`config.mk`:
```
export PLATFORM = sky130hd
export DESIGN_NAME = serial_master_node_flat
export DESIGN_NICKNAME = d
export VERILOG_FILES = /design/src/rtl/serial_link_pkg.sv /design/src/rtl/serial_master_node_if.sv /design/src/rtl/serial_shift_rx.sv /design/src/rtl/serial_master_node.sv /design/src/flat_wrapper.sv
export SDC_FILE = /design/constraint.sdc
export NUM_CORES = 2
export LEC_CHECK = 0
export CORE_MARGIN = 2
export CORE_UTILIZATION = 47
export DETAILED_ROUTE_END_ITERATION = 8
export PLACE_DENSITY = 0.84
export REMOVE_ABC_BUFFERS = 1
export SLEW_MARGIN = 20
export SYNTH_ARGS = -nofsm -noshare
export SYNTH_HDL_FRONTEND = slang
export SYNTH_HIERARCHICAL = 1
export SYNTH_SLANG_ARGS = --single-unit
```
`constraint.sdc`:
```
create_clock -name in_clk -period 2.41 [get_ports in_clk]
set_input_delay 0.241 -clock in_clk [delete_from_list [all_inputs] [get_ports in_clk]]
set_output_delay 0.241 -clock in_clk [all_outputs]
set_load 0.01 [all_outputs]
```
`src/rtl/serial_link_pkg.sv`:
```
// Shared definitions for the serial subnode link: word-derived widths, FSM states, counter sizing.
// Optional feature macro used by this link: SERIAL_MASTER_TIMEOUT_EN.
package serial_link_pkg;

  localparam int unsigned WORD_W = 32;
  localparam int unsigned NB_DEF = 4;
  localparam int unsigned NK_DEF = 8;
  localparam int unsigned MW_DEF = WORD_W * NB_DEF;
  localparam int unsigned KW_DEF = WORD_W * NK_DEF;

  typedef enum logic [2:0] {
    IDLE      = 3'd0,
    SEND_MSG  = 3'd1,
    SEND_KEY  = 3'd2,
    WAIT_RESP = 3'd3,
    RECV      = 3'd4
  } state_e;

  // Bits needed to count from 0 up to and including max_val.
  function automatic int unsigned cnt_w(input int unsigned max_val);
    return (max_val < 2) ? 1 : $clog2(max_val + 1);
  endfunction

endpackage

```
`src/rtl/serial_master_node_if.sv`:
```
// Controller/subnode-facing signal bundle of serial_master_node.
// timeout_err exists only when SERIAL_MASTER_TIMEOUT_EN is defined.
interface serial_master_node_if #(
  parameter int unsigned MW = serial_link_pkg::MW_DEF,
  parameter int unsigned KW = serial_link_pkg::KW_DEF
);

  logic          start;
  logic [MW-1:0] msg_in;
  logic [KW-1:0] key_in;
  logic          busy;
  logic          cs;
  logic          in_valid;
  logic          sdo;
  logic          sdi;
  logic          out_valid;
  logic [MW-1:0] result;
  logic          done;
`ifdef SERIAL_MASTER_TIMEOUT_EN
  logic          timeout_err;
`endif

  modport master (
    input  start, msg_in, key_in, sdi, out_valid,
    output busy, cs, in_valid, sdo, result, done
`ifdef SERIAL_MASTER_TIMEOUT_EN
    , output timeout_err
`endif
  );

  modport slave (
    output start, msg_in, key_in, sdi, out_valid,
    input  busy, cs, in_valid, sdo, result, done
`ifdef SERIAL_MASTER_TIMEOUT_EN
    , input timeout_err
`endif
  );

endinterface

```
`src/rtl/serial_shift_rx.sv`:
```
// Serial-in parallel-out receiver: MSB-first frame of W bits, holds the last completed frame in data.
// Only W-1 bits need shifting; the final bit is merged directly into data on completion.
module serial_shift_rx import serial_link_pkg::*; #(
  parameter int unsigned W  = MW_DEF,
  parameter int unsigned CW = cnt_w(W)
) (
  input  logic          clk,
  input  logic          rst,
  input  logic          clr,
  input  logic          en,
  input  logic          din,
  output logic [W-1:0]  data,
  output logic [CW-1:0] count,
  output logic          full
);

  logic [W-2:0] sh_q;
  logic         last;

  assign last = (count == CW'(W - 1));

  // clr restarts a frame but keeps the last completed word visible.
  always_ff @(posedge clk) begin
    if (rst) begin
      sh_q  <= '0;
      count <= '0;
      full  <= 1'b0;
      data  <= '0;
    end else if (clr) begin
      sh_q  <= '0;
      count <= '0;
      full  <= 1'b0;
    end else if (en && !full) begin
      sh_q  <= {sh_q[W-3:0], din};
      count <= count + CW'(1);
      if (last) begin
        data <= {sh_q, din};
        full <= 1'b1;
      end
    end
  end

endmodule

```
`src/rtl/serial_master_node.sv`:
```
// Master end of the serial subnode link: shifts msg then key out MSB-first, collects the MW-bit reply.
// Define SERIAL_MASTER_TIMEOUT_EN to bound the response wait and add timeout_err.
module serial_master_node import serial_link_pkg::*; #(
  parameter int unsigned NB = NB_DEF,
  parameter int unsigned NK = NK_DEF
`ifdef SERIAL_MASTER_TIMEOUT_EN
  , parameter int unsigned TIMEOUT_CYCLES = 1024
`endif
) (
  input logic                  in_clk,
  input logic                  rst,
  serial_master_node_if.master bus
);

  localparam int unsigned MW  = WORD_W * NB;
  localparam int unsigned KW  = WORD_W * NK;
  localparam int unsigned TW  = MW + KW;
  localparam int unsigned BCW = cnt_w(TW);
  localparam int unsigned RCW = cnt_w(MW);
`ifdef SERIAL_MASTER_TIMEOUT_EN
  localparam int unsigned TCW = cnt_w(TIMEOUT_CYCLES);
`endif

  state_e          state_q, state_d;
  logic [TW-1:0]   sr_q, sr_d;
  logic [BCW-1:0]  bit_cnt_q, bit_cnt_d;
  logic            cs_q, cs_d;
  logic            in_valid_q, in_valid_d;
  logic            busy_q, busy_d;
  logic            done_q, done_d;
  logic            rx_clr_c, rx_en_c;
  logic [MW-1:0]   rx_data;
  logic [RCW-1:0]  rx_count;
  logic            rx_full;
`ifdef SERIAL_MASTER_TIMEOUT_EN
  logic [TCW-1:0]  to_cnt_q, to_cnt_d;
  logic            timeout_err_q, timeout_err_d;
`endif

  serial_shift_rx #(.W(MW), .CW(RCW)) u_rx (
    .clk   (in_clk),
    .rst   (rst),
    .clr   (rx_clr_c),
    .en    (rx_en_c),
    .din   (bus.sdi),
    .data  (rx_data),
    .count (rx_count),
    .full  (rx_full)
  );

  // Shifting zeros in leaves sr empty after the last bit, so sdo idles low.
  assign bus.sdo      = sr_q[TW-1];
  assign bus.cs       = cs_q;
  assign bus.in_valid = in_valid_q;
  assign bus.busy     = busy_q;
  assign bus.done     = done_q;
  assign bus.result   = rx_data;
`ifdef SERIAL_MASTER_TIMEOUT_EN
  assign bus.timeout_err = timeout_err_q;
`endif

  // Next-state and next-output logic.
  always_comb begin
    state_d    = state_q;
    sr_d       = sr_q;
    bit_cnt_d  = bit_cnt_q;
    cs_d       = cs_q;
    in_valid_d = in_valid_q;
    busy_d     = busy_q;
    done_d     = 1'b0;
    rx_clr_c   = 1'b0;
    rx_en_c    = 1'b0;
`ifdef SERIAL_MASTER_TIMEOUT_EN
    to_cnt_d      = to_cnt_q;
    timeout_err_d = timeout_err_q;
`endif

    unique case (state_q)
      IDLE: begin
        cs_d       = 1'b1;
        in_valid_d = 1'b0;
        busy_d     = 1'b0;
        // A start coinciding with the done pulse is dropped.
        if (bus.start && !done_q) begin
          state_d    = SEND_MSG;
          sr_d       = {bus.msg_in, bus.key_in};
          bit_cnt_d  = '0;
          cs_d       = 1'b0;
          in_valid_d = 1'b1;
          busy_d     = 1'b1;
          rx_clr_c   = 1'b1;
`ifdef SERIAL_MASTER_TIMEOUT_EN
          to_cnt_d      = '0;
          timeout_err_d = 1'b0;
`endif
        end
      end

      SEND_MSG, SEND_KEY: begin
        sr_d      = {sr_q[TW-2:0], 1'b0};
        bit_cnt_d = bit_cnt_q + BCW'(1);
        if (bit_cnt_q == BCW'(TW - 1)) begin
          state_d    = WAIT_RESP;
          in_valid_d = 1'b0;
        end else if (bit_cnt_q == BCW'(MW - 1)) begin
          state_d = SEND_KEY;
        end
      end

      WAIT_RESP, RECV: begin
        if (bus.out_valid && !rx_full) begin
          rx_en_c = 1'b1;
          state_d = RECV;
`ifdef SERIAL_MASTER_TIMEOUT_EN
          to_cnt_d = '0;
`endif
          if (rx_count == RCW'(MW - 1)) begin
            state_d = IDLE;
            done_d  = 1'b1;
            cs_d    = 1'b1;
            busy_d  = 1'b0;
          end
        end
`ifdef SERIAL_MASTER_TIMEOUT_EN
        else if (to_cnt_q == TCW'(TIMEOUT_CYCLES - 1)) begin
          state_d       = IDLE;
          cs_d          = 1'b1;
          busy_d        = 1'b0;
          timeout_err_d = 1'b1;
          to_cnt_d      = '0;
        end else begin
          to_cnt_d = to_cnt_q + TCW'(1);
        end
`endif
      end

      default: begin
        state_d = IDLE;
      end
    endcase
  end

  always_ff @(posedge in_clk) begin
    if (rst) begin
      state_q    <= IDLE;
      sr_q       <= '0;
      bit_cnt_q  <= '0;
      cs_q       <= 1'b1;
      in_valid_q <= 1'b0;
      busy_q     <= 1'b0;
      done_q     <= 1'b0;
`ifdef SERIAL_MASTER_TIMEOUT_EN
      to_cnt_q      <= '0;
      timeout_err_q <= 1'b0;
`endif
    end else begin
      state_q    <= state_d;
      sr_q       <= sr_d;
      bit_cnt_q  <= bit_cnt_d;
      cs_q       <= cs_d;
      in_valid_q <= in_valid_d;
      busy_q     <= busy_d;
      done_q     <= done_d;
`ifdef SERIAL_MASTER_TIMEOUT_EN
      to_cnt_q      <= to_cnt_d;
      timeout_err_q <= timeout_err_d;
`endif
    end
  end

endmodule

```
`src/flat_wrapper.sv`:
```
// flat-port wrapper written by rule: the top's interface ports become plain ports
module serial_master_node_flat import serial_link_pkg::*;
#(
  parameter int unsigned NB = NB_DEF,
  parameter int unsigned NK = NK_DEF

)
  (in_clk, rst, bus_start, bus_msg_in, bus_key_in, bus_sdi, bus_out_valid, bus_busy, bus_cs, bus_in_valid, bus_sdo, bus_result, bus_done);
  serial_master_node_if #(.MW((128)), .KW((256))) bus_i ();
  input logic in_clk;
  input logic rst;
  input wire logic [$bits(bus_i.start)-1:0] bus_start;
  input wire logic [$bits(bus_i.msg_in)-1:0] bus_msg_in;
  input wire logic [$bits(bus_i.key_in)-1:0] bus_key_in;
  input wire logic [$bits(bus_i.sdi)-1:0] bus_sdi;
  input wire logic [$bits(bus_i.out_valid)-1:0] bus_out_valid;
  output wire logic [$bits(bus_i.busy)-1:0] bus_busy;
  output wire logic [$bits(bus_i.cs)-1:0] bus_cs;
  output wire logic [$bits(bus_i.in_valid)-1:0] bus_in_valid;
  output wire logic [$bits(bus_i.sdo)-1:0] bus_sdo;
  output wire logic [$bits(bus_i.result)-1:0] bus_result;
  output wire logic [$bits(bus_i.done)-1:0] bus_done;
  assign bus_i.start = bus_start;
  assign bus_i.msg_in = bus_msg_in;
  assign bus_i.key_in = bus_key_in;
  assign bus_i.sdi = bus_sdi;
  assign bus_i.out_valid = bus_out_valid;
  assign bus_busy = bus_i.busy;
  assign bus_cs = bus_i.cs;
  assign bus_in_valid = bus_i.in_valid;
  assign bus_sdo = bus_i.sdo;
  assign bus_result = bus_i.result;
  assign bus_done = bus_i.done;
  serial_master_node #(.NB(NB), .NK(NK)) u_core (.in_clk(in_clk), .rst(rst), .bus(bus_i));
endmodule
```
# Word level (Yosys, flattened, before mapping)
# Index checks and enable logic that the tools add are counted.
totals:
  ff_bits: 664
  inputBits: 389
  output_inout_bits: 133
op_classes:
  addsub: 2
  eq_ne: 12
  mux: 24
  n_bitwise: 3
  reduce_logical: 18
ops:
  columns: ["operator", "n"]
  rows:
  - ["$pmux 384 s2", 1]
  - ["$mux 384", 1]
  - ["$pmux 9 s2", 1]
  - ["$mux 3", 5]
  - ["$mux 1", 11]
  - ["$add 9x1->9 const B", 1]
  - ["$eq 9x7->1 const B", 1]
  - ["$eq 9x9->1 const B", 1]
  - ["$mux 9", 1]
  - ["$pmux 3 s3", 1]
  - ["$reduce_and 3->1", 3]
  - ["$add 8x1->8 const B", 1]
  - ["$eq 8x7->1 const B", 1]
  - ["$eq 3x2->1 const B", 2]
  - ["$ne 2x1->1 const B", 3]
  - ["$pmux 1 s2", 3]
  - ["$reduce_and 2->1", 3]
  - ["$reduce_or 2->1", 3]
  - ["$reduce_bool 2->1", 2]
  - ["$eq 3x1->1 const B", 1]
  - ["$eq 3x3->1 const B", 1]
  - ["$logic_and 1x1->1", 3]
  - ["$logic_not 3->1", 1]
  - ["$ne 3x1->1 const B", 1]
  - ["4 further kinds", 7]

# Logic depth before layout (Yosys ltp)
depth:
  word_depth: 6
  depth_mapped: 10

# Hierarchy
# Netlist, hierarchy kept.
by_module_without_submodules:
  columns: ["mod", "n_inst", "cells_per_inst", "area_each_um2", "seq_area_each_um2"]
  rows:
  - ["serial_master_node", 1, 1813, 15796.4, 8007.7]
  - ["serial_shift_rx", 1, 1154, 10581.4, 5285.1]

# Worst setup path before layout
# OpenSTA, ideal clock, no wires.
synth_path:
  path_kind: "reg2reg"
  from: "reg u_core.state_q[1]"
  to: "reg u_core.u_rx.sh_q[100]"
  t_arrival_ns: 2.212
  required_ns: 2.290
  slack_ns: 0.078
  path_stages_with_launch: 11
  path_cell_list: "dfxtp_1 -> or2_1 -> clkbuf_1 -> or3_4 -> clkinv_4 -> buf_2 -> or2_2 -> clkbuf_1 -> clkbuf_1 -> buf_2 -> a21oi_1"
synth_between:
  word_cells_on_any_way: 8
  cone_classes: "eq/ne: 2; mux: 2; reduce/logical: 4"
synth_lines:
  columns: ["item", "line_no", "rtl"]
  rows:
  - ["from (decl)", "serial_master_node.sv:24", "state_e state_q, state_d;"]
  - ["from (signal assigned)", "serial_master_node.sv:157", "state_q <= state_d;"]
  - ["$logic_not 3->1", "serial_master_node.sv:78", "unique case (state_q)"]
  - ["$mux 1", "serial_master_node.sv:78", null]
  - ["net u_core.rx_clr_c", "serial_master_node.sv:31", "logic rx_clr_c, rx_en_c;"]
  - ["$reduce_or 2->1 (no source line)", null, null]
  - ["to (signal assigned)", "serial_shift_rx.sv:34", "sh_q <= {sh_q[W-3:0], din};"]
  - ["to (decl)", "serial_shift_rx.sv:17", "logic [W-2:0] sh_q;"]
# The timed path passes the listed nets, and every way through them passes these cells.
# A chain may end at the register's enable or synchronous reset.

# Worst setup path in the final report
layout_path:
  from: "reg u_core.state_q[1]"
  to: "reg u_core.u_rx.data[87]"
layout_between:
  elab_chain_len: 5
  word_cells_on_any_way: 9
  cone_classes: "eq/ne: 2; mux: 2; bitwise: 1; reduce/logical: 4"
layout_lines:
  columns: ["item", "line_no", "rtl"]
  rows:
  - ["$eq 3x2->1 / $eq 3x3->1 (equally long branches)", "serial_master_node.sv:78", null]
  - ["$reduce_or 2->1 *", "serial_master_node.sv:78", null]
  - ["$mux 1 *", "serial_master_node.sv:78", null]
  - ["net u_core.rx_en_c", "serial_master_node.sv:31", null]
  - ["$logic_and 1x1->1 *", "serial_shift_rx.sv:33", "end else if (en && !full) begin"]
  - ["$reduce_and 3->1 (no source line) *", null, null]
  - ["to (signal assigned)", "serial_shift_rx.sv:37", "data <= {sh_q, din};"]
  - ["to (decl)", "serial_shift_rx.sv:12", "output logic [W-1:0] data,"]
# Mark *: on every way through the listed nets, which the timed path passes. The rest lies on a longest branch.

==> qor.yml <==
leakage_uw: 0.01147
drt.antenna.violating_nets: 0
fin_nets: 3777
die_area_um2: 58030
cp-start-kind: "register"
slowest_stage: "dfxtp_1"
postSynthCellCount: 2967
clockBufferDepth: 3
clk_latency_ns: 0.60
htree_num_levels: 3
core-area_um2: 55310
final_core_util_pct: 62.44
io_buffer_count: 521
endpoint_kind: "register"
ys_types: 53
max_stage_delay_ns: 0.44
ios: 522
fin_crit_ns: 2.253
die_x_um: 240.9
drtPass1Iterations: 6
fin_hold_ws_ns: 0.1383
grt_pass1_vias: 21460
numCtsBuffers: 69
placed_cells: 4061
drt_iter0_drc: 2184
overflow: 0
antenna_found_initial: 26
async_reset_ff_share_pct: 0
multi_input_area_um2: 11530
gp_congestion: 0.8615
final_common_cell: "dfxtp_1"
die_h_um: 240.9
grt_max_degree: 149
synth_seq_cells: 664
synthToLayoutAreaGrowth_pct: 30.93
hpwl_um: 49240
rrSetupSlack_ns: 0.16
remaining_drc_errors: 0
cp_num_buf_inv: 2
fill_cells: 4477
final_cell_area_um2: 34540
final_cell_mix: "dfxtp_1, nand2_1, a21oi_1, clkdlybuf4s50_1, a22oi_1"
critPathArrivalTime_ns: 2.75
yosys_warnings: 6
power_density_nw_per_um2: 744.5
max_slew_margin_pct: 52.72
clkTransAtPathRegs_ns: 0.06
required_ns: 2.91
cts_sinks: 664
wl_per_cell_um: 17.99
rows: 86
fmax_ghz: 0.4439
hold_viol: 0
viasPerCell: 5.515
initial_utilization_pct: 47.69
grt_pass1_wl_um: 113600
vias: 23170
tritoncts: "done"
cts-root-buf: "clkbuf_16"
path_cells: "nand2_1, nor2_1, a21oi_1, nor2_2, nand4b_4, nor4b_4, clkbuf_16, buf_4, mux2i_1"
rsz0062_at_grt: "no"
syn_avg_cell_area_um2: 8.890
setup_violations: 0
ys_seq_area_share_pct: 50.39
slew_violations: 0
hold_path_class: "input pin to register"
seqCellArea_um2: 13290
crit_family: "simple AND/OR/NAND/NOR gates"
grt_use_total_pct: 24.31
routed_wl_um: 75570
skew_ns: 0.02702
status: "completed"
ir_worst_vdd_mv: 0.5597
path_max_fanout: 14
crit_type: "register to register"
stdcell_count: 4201
synth_edf_count: 0
layout-drive-gt1-share_pct: 6.366
synth_area_um2: 26380
period_share_pct: 93.48
drv_cap: 0
ys.flop_type: "dfxtp_1"
placed_area_um2: 32090
worst_pin_slew_ns: 0.7092
==> final timing paths <==
check,start,cells past startpoint,end
worst max-delay path,u_core/state_q[1],9,u_core/u_rx/data[87]
worst min-delay path,rst,2,u_core/sr_q[49]
worst min register to register,u_core/sr_q[211],2,u_core/sr_q[211]
worst max register to register,u_core/state_q[1],9,u_core/u_rx/data[87]
==> synthesized netlist by cell type, types with 3 or more instances <==
| cell type | count | share of area [%] |
|---|---|---|
| a21oi_1 | 523 | 9.9 |
| a22oi_1 | 386 | 11 |
| buf_1 | 8 | 0.11 |
| buf_12 | 13 | 0.99 |
| buf_2 | 57 | 1.1 |
| buf_6 | 35 | 1.5 |
| buf_8 | 3 | 0.17 |
| clkbuf_1 | 146 | 2.1 |
| dfxtp_1 | 664 | 50 |
| inv_1 | 5 | 0.071 |
| mux2i_1 | 128 | 4.9 |
| nand2_1 | 648 | 9.2 |
| nand2b_1 | 259 | 6.1 |
| nand3_1 | 6 | 0.11 |
| nand3b_1 | 3 | 0.085 |
| nor2_1 | 15 | 0.21 |
| nor3_1 | 6 | 0.11 |
| nor4_1 | 3 | 0.071 |
| o21ai_0 | 5 | 0.095 |
| o311ai_0 | 4 | 0.13 |
| o41ai_1 | 3 | 0.10 |
| or3_1 | 5 | 0.12 |
| or4_1 | 3 | 0.085 |
==> layout make-up <==
class / instances / share of cell area [%]
flip-flops and latches: 664 / 38.49
multi-input cells: 2035 / 33.40
repair buffers: 610 / 18.31
clock buffers: 98 / 5.963
well taps: 748 / 2.710
clock inverters: 27 / 0.9419
inverters: 6 / 0.1014
diodes: 13 / 0.09419
==> state kept, by name, indices dropped and copies added, names as in the netlist <==
name / flops
u_core/bit_cnt_q: 9
u_core/bus.busy: 1
u_core/bus.cs: 1
u_core/bus.done: 1
u_core/bus.in_valid: 1
u_core/sr_q: 384
u_core/state_q: 3
u_core/u_rx/count: 8
u_core/u_rx/data: 128
u_core/u_rx/full: 1
u_core/u_rx/sh_q: 127
==> cell families (layout without fill, tap and decap cells) <==
logic type	Yosys count	after routing	share of synthesized area, %
AOI/OAI and AO/OA	938	938	21.79
other	0	13	0
DFF	664	664	50.39
buffers and inverters	268	741	6.029
adders and majority gates	2	2	0.09485
and+or+nand+nor	963	963	16.69
muxes	129	129	4.900
xor gates and xnor gates	3	3	0.09963
==> where the power goes <==
part / switching (µW) / leakage, µW / internal (µW)
Clock: 4450 / 0.00118 / 6630
Sequential: 277 / 0.00541 / 11500
Combinational: 1470 / 0.00488 / 1380
Total: 6190 / 0.0115 / 19500
==> timing repair <==
| item | in CTS | in global routing |
|---|---|---|
| buffers inserted | 0 | 1 |
| hold buffers | 0 | 0 |
| endpoints found under the setup margin | 0 | 104 |
| gates resized for setup | 0 | 3 |
| hold endpoints to repair | 0 | 0 |
==> metal layers <==
metal | track usage (%) | share of wire, % | up-vias
li1 | - | - | 11160
met1 | 30.82 | 41 | 11010
met2 | 38.79 | 46 | 805
met3 | 7.389 | 9.1 | 169
met4 | 9.465 | 2.8 | 26
met5 | 0 | 0.23 | -
==> metrics by stage <==
stage	worst slack (ns)	TNS, ns	total power (µW)
final	0.1570	0	25710
after global routing	0.02313	0	26600
after CTS	0.06360	0	25860
after detailed placement	0.03052	0	14820
after global placement	0.1259	0	14760
after floorplan	-11.36	-5416.35	13420
(Power assumes the default switching activity.)
